## config.mk

```make
export PLATFORM = sky130hd
export DESIGN_NAME = tx_bit1_phy
export DESIGN_NICKNAME = d
export VERILOG_FILES = /design/src/rtl/spi_phy_pkg.sv /design/src/rtl/cross_clk_sync.sv /design/src/rtl/edge_generator.sv /design/src/rtl/tx_bit1_phy.sv
export SDC_FILE = /design/constraint.sdc
export NUM_CORES = 1
export LEC_CHECK = 0
export ABC_CLOCK_PERIOD_IN_PS = 2400
export CORE_AREA = 4 4 72 74
export DETAILED_ROUTE_END_ITERATION = 10
export DIE_AREA = 0 0 76 78
export PLACE_DENSITY = 0.58
export REMOVE_ABC_BUFFERS = 1
export SETUP_SLACK_MARGIN = 0.3
export SLEW_MARGIN = 10
export SYNTH_ARGS = -nofsm -noshare
export SYNTH_HDL_FRONTEND = slang
export SYNTH_SLANG_ARGS = --single-unit
```

## constraint.sdc

```tcl
create_clock -name clock -period 2.4 [get_ports clock]
set_clock_uncertainty 0.2 [all_clocks]
set_input_delay 0.48 -clock clock [delete_from_list [all_inputs] [get_ports clock]]
set_output_delay 0.48 -clock clock [all_outputs]
set_load 0.05 [all_outputs]
```

## src/rtl/spi_phy_pkg.sv

```systemverilog
// Shared SPI slave PHY definitions: FSM state encoding and the
// CPOL/CPHA mode decode used by both the receive and transmit PHYs.
package spi_phy_pkg;

    typedef enum logic [1:0] {
        ST_IDLE,
        ST_LOAD,
        ST_SHIFT,
        ST_END
    } spi_state_t;

    typedef struct packed {
        logic sample_rise;
        logic launch_rise;
    } edge_sel_t;

    // Modes 0 and 3 sample on sck rising; modes 1 and 2 on sck falling.
    function automatic edge_sel_t mode_decode(
        input logic active,
        input logic phase
    );
        edge_sel_t sel;
        sel.sample_rise = (active == phase);
        sel.launch_rise = (active != phase);
        return sel;
    endfunction

endpackage

```

## src/rtl/cross_clk_sync.sv

```systemverilog
// Two-flop synchroniser for a single asynchronous level.
// Ports: clock, rst_n, i_async (raw pin), o_sync (clock-domain level).
module cross_clk_sync #(
    parameter bit RST_VAL = 1'b0
) (
    input  logic clock,
    input  logic rst_n,
    input  logic i_async,
    output logic o_sync
);

    logic [1:0] r_ff;

    always_ff @(posedge clock or negedge rst_n) begin
        if (!rst_n) r_ff <= {2{RST_VAL}};
        else        r_ff <= {r_ff[0], i_async};
    end

    assign o_sync = r_ff[1];

endmodule

```

## src/rtl/edge_generator.sv

```systemverilog
// Rise/fall pulse generator on a synchronised level.
// Ports: clock, rst_n, i_sig, o_rise, o_fall. FAST=1 gives the
// pulses combinationally, FAST=0 gives them one cycle later from flops.
module edge_generator #(
    parameter bit FAST    = 1'b0,
    parameter bit RST_VAL = 1'b0
) (
    input  logic clock,
    input  logic rst_n,
    input  logic i_sig,
    output logic o_rise,
    output logic o_fall
);

    logic r_prev;
    logic r_rise;
    logic r_fall;
    logic w_rise;
    logic w_fall;

    assign w_rise = i_sig & ~r_prev;
    assign w_fall = ~i_sig & r_prev;

    always_ff @(posedge clock or negedge rst_n) begin
        if (!rst_n) begin
            r_prev <= RST_VAL;
            r_rise <= 1'b0;
            r_fall <= 1'b0;
        end else begin
            r_prev <= i_sig;
            r_rise <= w_rise;
            r_fall <= w_fall;
        end
    end

    assign o_rise = FAST ? w_rise : r_rise;
    assign o_fall = FAST ? w_fall : r_fall;

endmodule

```

## src/rtl/tx_bit1_phy.sv

```systemverilog
// SPI slave transmit PHY: serialises core words onto miso, MSB first.
// Ports: clock/rst_n, SPI pins sck/cs_n/miso/miso_oe, core handshake
// tx_data/tx_valid/tx_ready, status pulses start/finish/word_done/underrun.
module tx_bit1_phy
    import spi_phy_pkg::*;
#(
    parameter bit              PHASE  = 1'b0,
    parameter bit              ACTIVE = 1'b0,
    parameter int              DSIZE  = 8,
    parameter logic [DSIZE-1:0] FILL  = {DSIZE{1'b1}}
) (
    input  logic             clock,
    input  logic             rst_n,
    input  logic             sck,
    input  logic             cs_n,
    output logic             miso,
    output logic             miso_oe,
    input  logic [DSIZE-1:0] tx_data,
    input  logic             tx_valid,
    output logic             tx_ready,
    output logic             start,
    output logic             finish,
    output logic             word_done,
    output logic             underrun
);

    localparam int             CW   = (DSIZE > 2) ? $clog2(DSIZE) : 1;
    localparam logic [CW-1:0]  LAST = CW'(DSIZE - 1);
    localparam edge_sel_t      SEL  = mode_decode(ACTIVE, PHASE);

    logic w_sck_s, w_csn_s;
    logic w_sck_rise, w_sck_fall;
    logic w_cs_rise, w_cs_fall;
    logic w_sample, w_launch;

    spi_state_t       r_state, w_state_nxt;
    logic [DSIZE-1:0] r_shift, w_shift_nxt;
    logic [CW-1:0]    r_bit_cnt, w_cnt_nxt;
    logic             r_miso, w_miso_nxt;
    logic             r_reload, w_reload_nxt;
    logic [DSIZE-1:0] r_hold;
    logic             r_hold_full;
    logic             r_oe;
    logic             w_load;
    logic             w_accept;
    logic [DSIZE-1:0] w_src;

    cross_clk_sync #(.RST_VAL(ACTIVE)) u_sck_sync (
        .clock   (clock),
        .rst_n   (rst_n),
        .i_async (sck),
        .o_sync  (w_sck_s)
    );

    cross_clk_sync #(.RST_VAL(1'b1)) u_cs_sync (
        .clock   (clock),
        .rst_n   (rst_n),
        .i_async (cs_n),
        .o_sync  (w_csn_s)
    );

    edge_generator #(.FAST(1'b1), .RST_VAL(ACTIVE)) u_sck_edge (
        .clock  (clock),
        .rst_n  (rst_n),
        .i_sig  (w_sck_s),
        .o_rise (w_sck_rise),
        .o_fall (w_sck_fall)
    );

    // cs_n fall = select, cs_n rise = deselect.
    edge_generator #(.FAST(1'b0), .RST_VAL(1'b1)) u_cs_edge (
        .clock  (clock),
        .rst_n  (rst_n),
        .i_sig  (w_csn_s),
        .o_rise (w_cs_rise),
        .o_fall (w_cs_fall)
    );

    assign w_sample = SEL.sample_rise ? w_sck_rise : w_sck_fall;
    assign w_launch = SEL.launch_rise ? w_sck_rise : w_sck_fall;
    assign w_src    = r_hold_full ? r_hold : FILL;
    assign w_accept = tx_valid & ~r_hold_full;

    always_comb begin
        w_state_nxt  = r_state;
        w_shift_nxt  = r_shift;
        w_cnt_nxt    = r_bit_cnt;
        w_miso_nxt   = r_miso;
        w_reload_nxt = r_reload;
        w_load       = 1'b0;
        start        = 1'b0;
        finish       = 1'b0;
        word_done    = 1'b0;
        unique case (r_state)
            ST_IDLE: begin
                if (w_cs_fall) begin
                    start       = 1'b1;
                    w_state_nxt = ST_LOAD;
                end
            end
            ST_LOAD: begin
                w_load       = 1'b1;
                w_shift_nxt  = w_src;
                w_cnt_nxt    = '0;
                w_reload_nxt = 1'b0;
                if (!PHASE) w_miso_nxt = w_src[DSIZE-1];
                w_state_nxt = w_cs_rise ? ST_END : ST_SHIFT;
            end
            ST_SHIFT: begin
                // Deselect takes priority over any sck edge this cycle.
                if (w_cs_rise) begin
                    w_state_nxt = ST_END;
                end else begin
                    if (w_sample) begin
                        if (r_bit_cnt == LAST) begin
                            word_done    = 1'b1;
                            w_cnt_nxt    = '0;
                            w_reload_nxt = 1'b1;
                        end else begin
                            w_cnt_nxt = r_bit_cnt + 1'b1;
                        end
                    end
                    if (w_launch) begin
                        if (r_reload) begin
                            // PHASE=1 drives the MSB now, so the
                            // register keeps only the remaining bits.
                            w_load       = 1'b1;
                            w_reload_nxt = 1'b0;
                            w_miso_nxt   = w_src[DSIZE-1];
                            w_shift_nxt  = PHASE ? (w_src << 1) : w_src;
                        end else if (!PHASE) begin
                            w_miso_nxt  = r_shift[DSIZE-2];
                            w_shift_nxt = r_shift << 1;
                        end else begin
                            w_miso_nxt  = r_shift[DSIZE-1];
                            w_shift_nxt = r_shift << 1;
                        end
                    end
                end
            end
            ST_END: begin
                finish       = 1'b1;
                w_cnt_nxt    = '0;
                w_miso_nxt   = 1'b0;
                w_reload_nxt = 1'b0;
                w_state_nxt  = ST_IDLE;
            end
        endcase
    end

    assign underrun = w_load & ~r_hold_full;

    always_ff @(posedge clock or negedge rst_n) begin
        if (!rst_n) begin
            r_state     <= ST_IDLE;
            r_shift     <= FILL;
            r_bit_cnt   <= '0;
            r_miso      <= 1'b0;
            r_reload    <= 1'b0;
            r_hold      <= '0;
            r_hold_full <= 1'b0;
            r_oe        <= 1'b0;
        end else begin
            r_state     <= w_state_nxt;
            r_shift     <= w_shift_nxt;
            r_bit_cnt   <= w_cnt_nxt;
            r_miso      <= w_miso_nxt;
            r_reload    <= w_reload_nxt;
            r_oe        <= ~w_csn_s;
            // A word accepted while an underrun load happens stays held.
            r_hold_full <= (r_hold_full & ~w_load) | w_accept;
            if (w_accept) r_hold <= tx_data;
        end
    end

    assign miso     = r_miso;
    assign miso_oe  = r_oe;
    assign tx_ready = ~r_hold_full;

endmodule
```

==> impl_metrics.yaml, run 1 <==
sta:
  fin_setup_tns_ps: 0
  setup_viol: 0
  slew_violations: 0
  finalHoldViolCount: 0
  tightest_slew_ps: 488
  clock.fmax_ghz: 0.427
  finalCritPeriodShare_pct: 97.5
  rsz0062_at_grt: "true"
  slew-limit-headroom_pct: 67.6
  fin_crit_ps: 2340
logic_synthesis:
  ys_ff_latch: 32
  syn_inst: 123
  ys_dominant_reg_cell: "dfrtp_1"
  synth_cell_type_count: 32
  synth_edf_count: 0
  ys_warn_count: 0
  ys_seq_area_share_pct: 53.3
  async_flop_share_pct: 100
  netlist_area_sq_um: 1530
  avgSynthCellArea_sq_um: 12.4
clocking:
  clock-sinks: 32
  numCtsBuffers: 5
  cts_tree: "done"
  clk_path_buf_depth: 2
  hold_buffers: 0
  cts-root-buf: "clkbuf_8"
  clk_pin_slew_worst_paths_ps: 70
  h-tree-depth: 2
  clk_latency_ps: 290
route:
  drtIter0Drc: 55
  vias_per_cell: 4.80
  ant_nets: 0
  first_pass_iters: 4
  vias: 1023
  finalWirelength_um: 2990
  drc: 0
  wl_per_cell_um: 14.0
grt:
  grt_pass1_wl_um: 5170
  track_usage_pct: 11.1
  antenna_found_initial: 0
  use_met2_pct: 17.1
  met3_usage_pct: 4.64
  gr-usage-met1_pct: 13.2
  grt_busiest_layer: "met2"
  grt_pass1_vias: 1086
  globalRouteOverflowTotal: 0
  grt_max_degree: 33
worst_setup_path:
  crit_chain: "ha_4 -> and2b_1 -> a41o_2 -> and3_4 -> buf_12"
  r2r_cells: 5
  slowest_delay_ps: 440
  worstSetupStartpointType: "flop"
  critPathMaxFanout: 4
  worst_path_dominant_cell_family: "flip-flops"
  crit_required_ps: 1720
  worst-path-buf-inv: 1
  cp.depth: 5
  worstSetupPathType: "flop to primary output"
  arrival_ps: 1660
  worst_path_max_delay_cell: "dfrtp_1"
  endpoint_kind: "primary output"
job:
  maxCapViolCount: 0
placed_design:
  dp.cells: 197
  io_buffers: 19
  dpl_cell_area_sq_um: 1830
  post-dp-hpwl_um: 2040
  finalWeightedCongestion: 0.763
layout:
  area_growth_pct: 35.0
  multi_input_area_sq_um: 701
  fin_area_sq_um: 2060
  final_cells: 213
  fill_cells: 421
  layout_common_cells: "22 x dfrtp_1, 14 x mux2_2, 14 x buf_4"
  drive_above_1_share_pct: 37.7
  diodes: 0
  layout.nets: 178
  regArea_sq_um: 813
  finish.utilization_pct: 44.8
  final_common_cell: "dfrtp_1"
die:
  initial_core_util_pct: 33.2
  fp.dieW_um: 76
  fp-row-count: 25
  pin_count: 20
  core_area_sq_um: 4600
  dieArea_sq_um: 5930
  die_y_um: 78
power:
  ir_drop_v: 0.000526
  finalPower_mw: 2.75
  power.density_nw_per_um2: 1330
  p_leak_nw: 0.955
run_status:
  status: "complete, no violations"
hold_path:
  hold_path_depth: 0
  hold_path_class: "flop to flop"
==> through the flow <==
step	setup WS (ps)	hold WS, ps
final	60.7	145
after global routing	0.129	144
after CTS	66.9	147
after detailed placement	165	136
after global placement	227	132
after floorplan	36.6	-15.6
==> sequential cells by signal, indices dropped and copies added (netlist names) <==
| signal | cells |
|---|---|
| r_hold | 8 |
| r_shift | 7 |
| r_bit_cnt | 3 |
| r_state | 2 |
| u_cs_sync.r_ff | 2 |
| u_sck_sync.r_ff | 2 |
| miso | 1 |
| miso_oe | 1 |
| r_hold_full | 1 |
| r_reload | 1 |
| u_cs_edge.o_fall | 1 |
| u_cs_edge.o_rise | 1 |
| u_cs_edge.r_prev | 1 |
| u_sck_edge.r_prev | 1 |
==> report_power, final <==
group / internal [mW] / switching, mW / leakage (nW) / total [mW]
Sequential: 0.777 / 0.119 / 0.374 / 0.896
Clock: 0.366 / 0.207 / 0.0645 / 0.574
Combinational: 0.663 / 0.615 / 0.517 / 1.28
Total: 1.81 / 0.941 / 0.955 / 2.75
==> path summary, 6_finish.rpt <==
kind | startpoint | slack (ps) | end
worst max-delay path | r_state[1]$_DFFE_PN0P_ | 60 | underrun
worst min-delay path | u_sck_sync.r_ff[0]$_DFF_PN0_ | 140 | u_sck_sync.r_ff[1]$_DFF_PN0_
worst max register to register | r_state[0]$_DFFE_PN0P_ | 480 | r_shift[2]$_DFFE_PN1P_
worst min register to register | u_sck_sync.r_ff[0]$_DFF_PN0_ | 140 | u_sck_sync.r_ff[1]$_DFF_PN0_
max in group asynchronous | rst_n | 1280 | r_shift[3]$_DFFE_PN1P_
min in group asynchronous | rst_n | 390 | u_sck_sync.r_ff[1]$_DFF_PN0_
==> logic make-up after synthesis <==
family	count (synthesis)	share of synthesized area, %
AOI/OAI and AO/OA	14	7.63
adders and majority gates	7	5.74
and+or+nand+nor	33	13.5
DFF	32	53.3
buffers and inverters	14	3.61
muxes	23	16.2
==> routing by layer <==
metal  vias to the layer above  share of wire (%)
li1                        495                  -
met1                       500                 44
met2                        20                 49
met3                         8                4.6
met4                         0                2.5
met5                         -                  0
==> synthesized netlist by cell type (2+ instances only) <==
cell	n	area share [%]
inv_1	10	2.5
mux2i_1	9	5.9
nand2b_1	6	2.5
o21ai_0	2	0.66
mux2_2	14	10
ha_1	7	5.7
a22o_1	3	1.7
a31oi_1	2	0.82
and2_1	2	0.82
buf_2	2	0.66
dfrtp_1	22	36
nor2b_1	6	2.5
o31ai_1	2	0.98
nand3_1	2	0.66
clkbuf_1	2	0.49
nor2_1	6	1.5
dfstp_2	10	17
nor3_1	2	0.66
==> cell type report <==
class | count | area share, %
clock buffers | 7 | 4.68
inverters | 10 | 1.82
clock inverters | 1 | 1.46
repair buffers | 32 | 15.2
multi-input cells | 77 | 34.0
flip-flops and latches | 32 | 39.5
well taps | 54 | 3.28
==> timing repair <==
item / 4_1_cts / 5_1_grt
resized for setup: 9 / 2
pin swaps: 2 / 1
endpoints found under the setup margin: 4 / 3
buffers inserted: 4 / 4
(Power assumes the default switching activity.)
==> run 2: changes to the inputs <==
- CAP_MARGIN: default -> 10
==> results of run 2 <==
Final layout, timing and power as in run 1 (identical DEF).
==> patch: new RTL, flow settings as in run 1 <==
Make the reset (`rst_n`) synchronous in 3 clocked blocks. Comments in the files are not updated.
--- a/src/rtl/cross_clk_sync.sv
+++ b/src/rtl/cross_clk_sync.sv
@@ -13,3 +13,3 @@
 
-    always_ff @(posedge clock or negedge rst_n) begin
+    always_ff @(posedge clock) begin
         if (!rst_n) r_ff <= {2{RST_VAL}};
--- a/src/rtl/edge_generator.sv
+++ b/src/rtl/edge_generator.sv
@@ -23,3 +23,3 @@
 
-    always_ff @(posedge clock or negedge rst_n) begin
+    always_ff @(posedge clock) begin
         if (!rst_n) begin
--- a/src/rtl/tx_bit1_phy.sv
+++ b/src/rtl/tx_bit1_phy.sv
@@ -152,3 +152,3 @@
 
-    always_ff @(posedge clock or negedge rst_n) begin
+    always_ff @(posedge clock) begin
         if (!rst_n) begin
Formal check against the unedited RTL: differs if rst_n is asserted again (counterexample within 4 cycles, from zero or initial values and one cycle with rst_n low); with rst_n held inactive, the same outputs for 10 cycles.
==> patch against run 1 <==
Power decreased by 32%; area after synthesis decreased by 0.33%; non-clock buffer count increased by 5; design area increased by 1.6%; wire length increased by 21%; via count increased by 29%; worst setup slack improved by 0.21 ns; largest cell class is now multi-input gates; critical path type unchanged; sequential cell count unchanged; count of clock-buffer cells in the layout unchanged; final cell count increased by 23%; first-iteration DRC count increased by 5.5%.
==> patch: results (changes against run 1) <==
metric,value,unit,change
status,"complete, no violations",,
Post-DP Area,1820,um^2,-0.41%
R2R Setup Slk,0.44,ns,-0.04 ns
Largest regs,"r_hold: 8 flops, r_shift: 7 flops, r_bit_cnt: 3 flops",,
mean post-synth cell area,8.79,um^2,-29%
final net count,228,,+28%
CP Launch Type,register,,
P_leak,0.889,nW,-6.9%
PostCTS Resize Cnt,23,,+14
dpl cells,244,,+24%
async set-or-reset flop fraction in the synthesized netlist,0,%,-100 points
"CTS clk-pin slew, worst paths",0.07,ns,about the same
Routed WL,3620,um,+21%
GRT Util Overall,12.8,%,+1.7 points
clock share of power,24.3,%,+3.4 points
DP Worst Slack,0.190,ns,+0.0251 ns
vias in the first global route,1207,,+11%
primary flip-flop cell chosen by synthesis mapping,dfxtp_1,,
Tmin final,2.13,ns,-0.206 ns
layout cells sized above 1,23.6,%,-14 points
first-pass GRT wire length,6000,um,+16%
CTS H-Tree Depth,2,,unchanged
hold path start,u_cs_sync.r_ff[0],,
multiplexer area fraction after synthesis,4.61,%,-12 points
Compound-Gate Fraction of Synth Area,15.9,%,+8.3 points
Synth area leaders,"dfxtp_1 42%, ha_1 5.8%, nand2b_1 5.3%",,
post-CTS setup buffers,8,,+4
drt pass-1 iters,4,,unchanged
"Arr. time, crit path",1.45,ns,-0.21 ns
WHS Endpoint,u_cs_sync.r_ff[1],,
Worst VDD drop,0.000448,V,-15%
via count,1315,,+29%
cells on worst reg2reg path,7,,+2
post-synthesis adder-cell area fraction,5.76,%,+0.019 points
r2r startpoint,r_state[0],,
top post-synthesis cells by count,"32 x dfxtp_1, 17 x nand2_1, 13 x a21oi_1, 13 x nand2b_1, 12 x nor2_1",,
combinational share of power,39.6,%,-6.9 points
largest net degree at the start of global routing,23,,-30%
Post-synth EDFFs,0,,unchanged
hold slack,0.208,ns,+0.0631 ns
max reg flops,8,,unchanged
post-DP HPWL,2300,um,+13%
sw frac,35.4,%,+1.1 points
Syn. warnings,0,,unchanged
CP max FO,3,,-1
worst min path class,reg2reg,,
Hold Path Stages,1,,+1
final std cells w/o fill,262,,+23%
diode count,0,,unchanged
CP Capture Point,word_done,,
Unique masters post-synth,36,,+13%
CTS max path bufs,2,,unchanged
Power Density,898,nW/um^2,-33%
slew margin rel.,65.5,%,-2.1 points
"Seq/Total Area, Yosys",42.1,%,-11 points
FF-to-FF End,r_bit_cnt[0],,
Placer Congestion,0.743,,-2.6%
Port Buffers,19,,unchanged
DR iter-0 viols,58,,+5.5%
patch: final cells by class:
class,count,area [um^2]
multi-input combinational,121,872
fill,458,2500
sequential,32,659
tap,54,67.6
clock buffer,7,96.3
timing repair buffer,37,352
inverter,11,46.3
patch: routing by layer:
| metal | global-route usage, % | routed length, um | up-vias | part of all wire, % |
|---|---|---|---|---|
| li1 | - | - | 666 | - |
| met1 | 16.9 | 1750 | 619 | 48 |
| met2 | 18.6 | 1670 | 24 | 46 |
| met3 | 3.83 | 125 | 6 | 3.4 |
| met4 | 6.58 | 82 | 0 | 2.3 |
| met5 | 0 | 0 | - | 0 |
patch: critical path: stages (launching register included):
cell and delay (ns):
dfxtp_4 0.37, inv_6 0.07, ha_4 0.15, nor4bb_4 0.24
and2_4 0.20, buf_12 0.13
patch: cell families after synthesis:
family / count (synthesis)
AND/OR/NAND/NOR: 71
AO/OA/AOI/OAI: 36
flip-flops: 32
buffers and inverters: 20
multiplexers: 7
adder cells (fa/ha/maj): 7
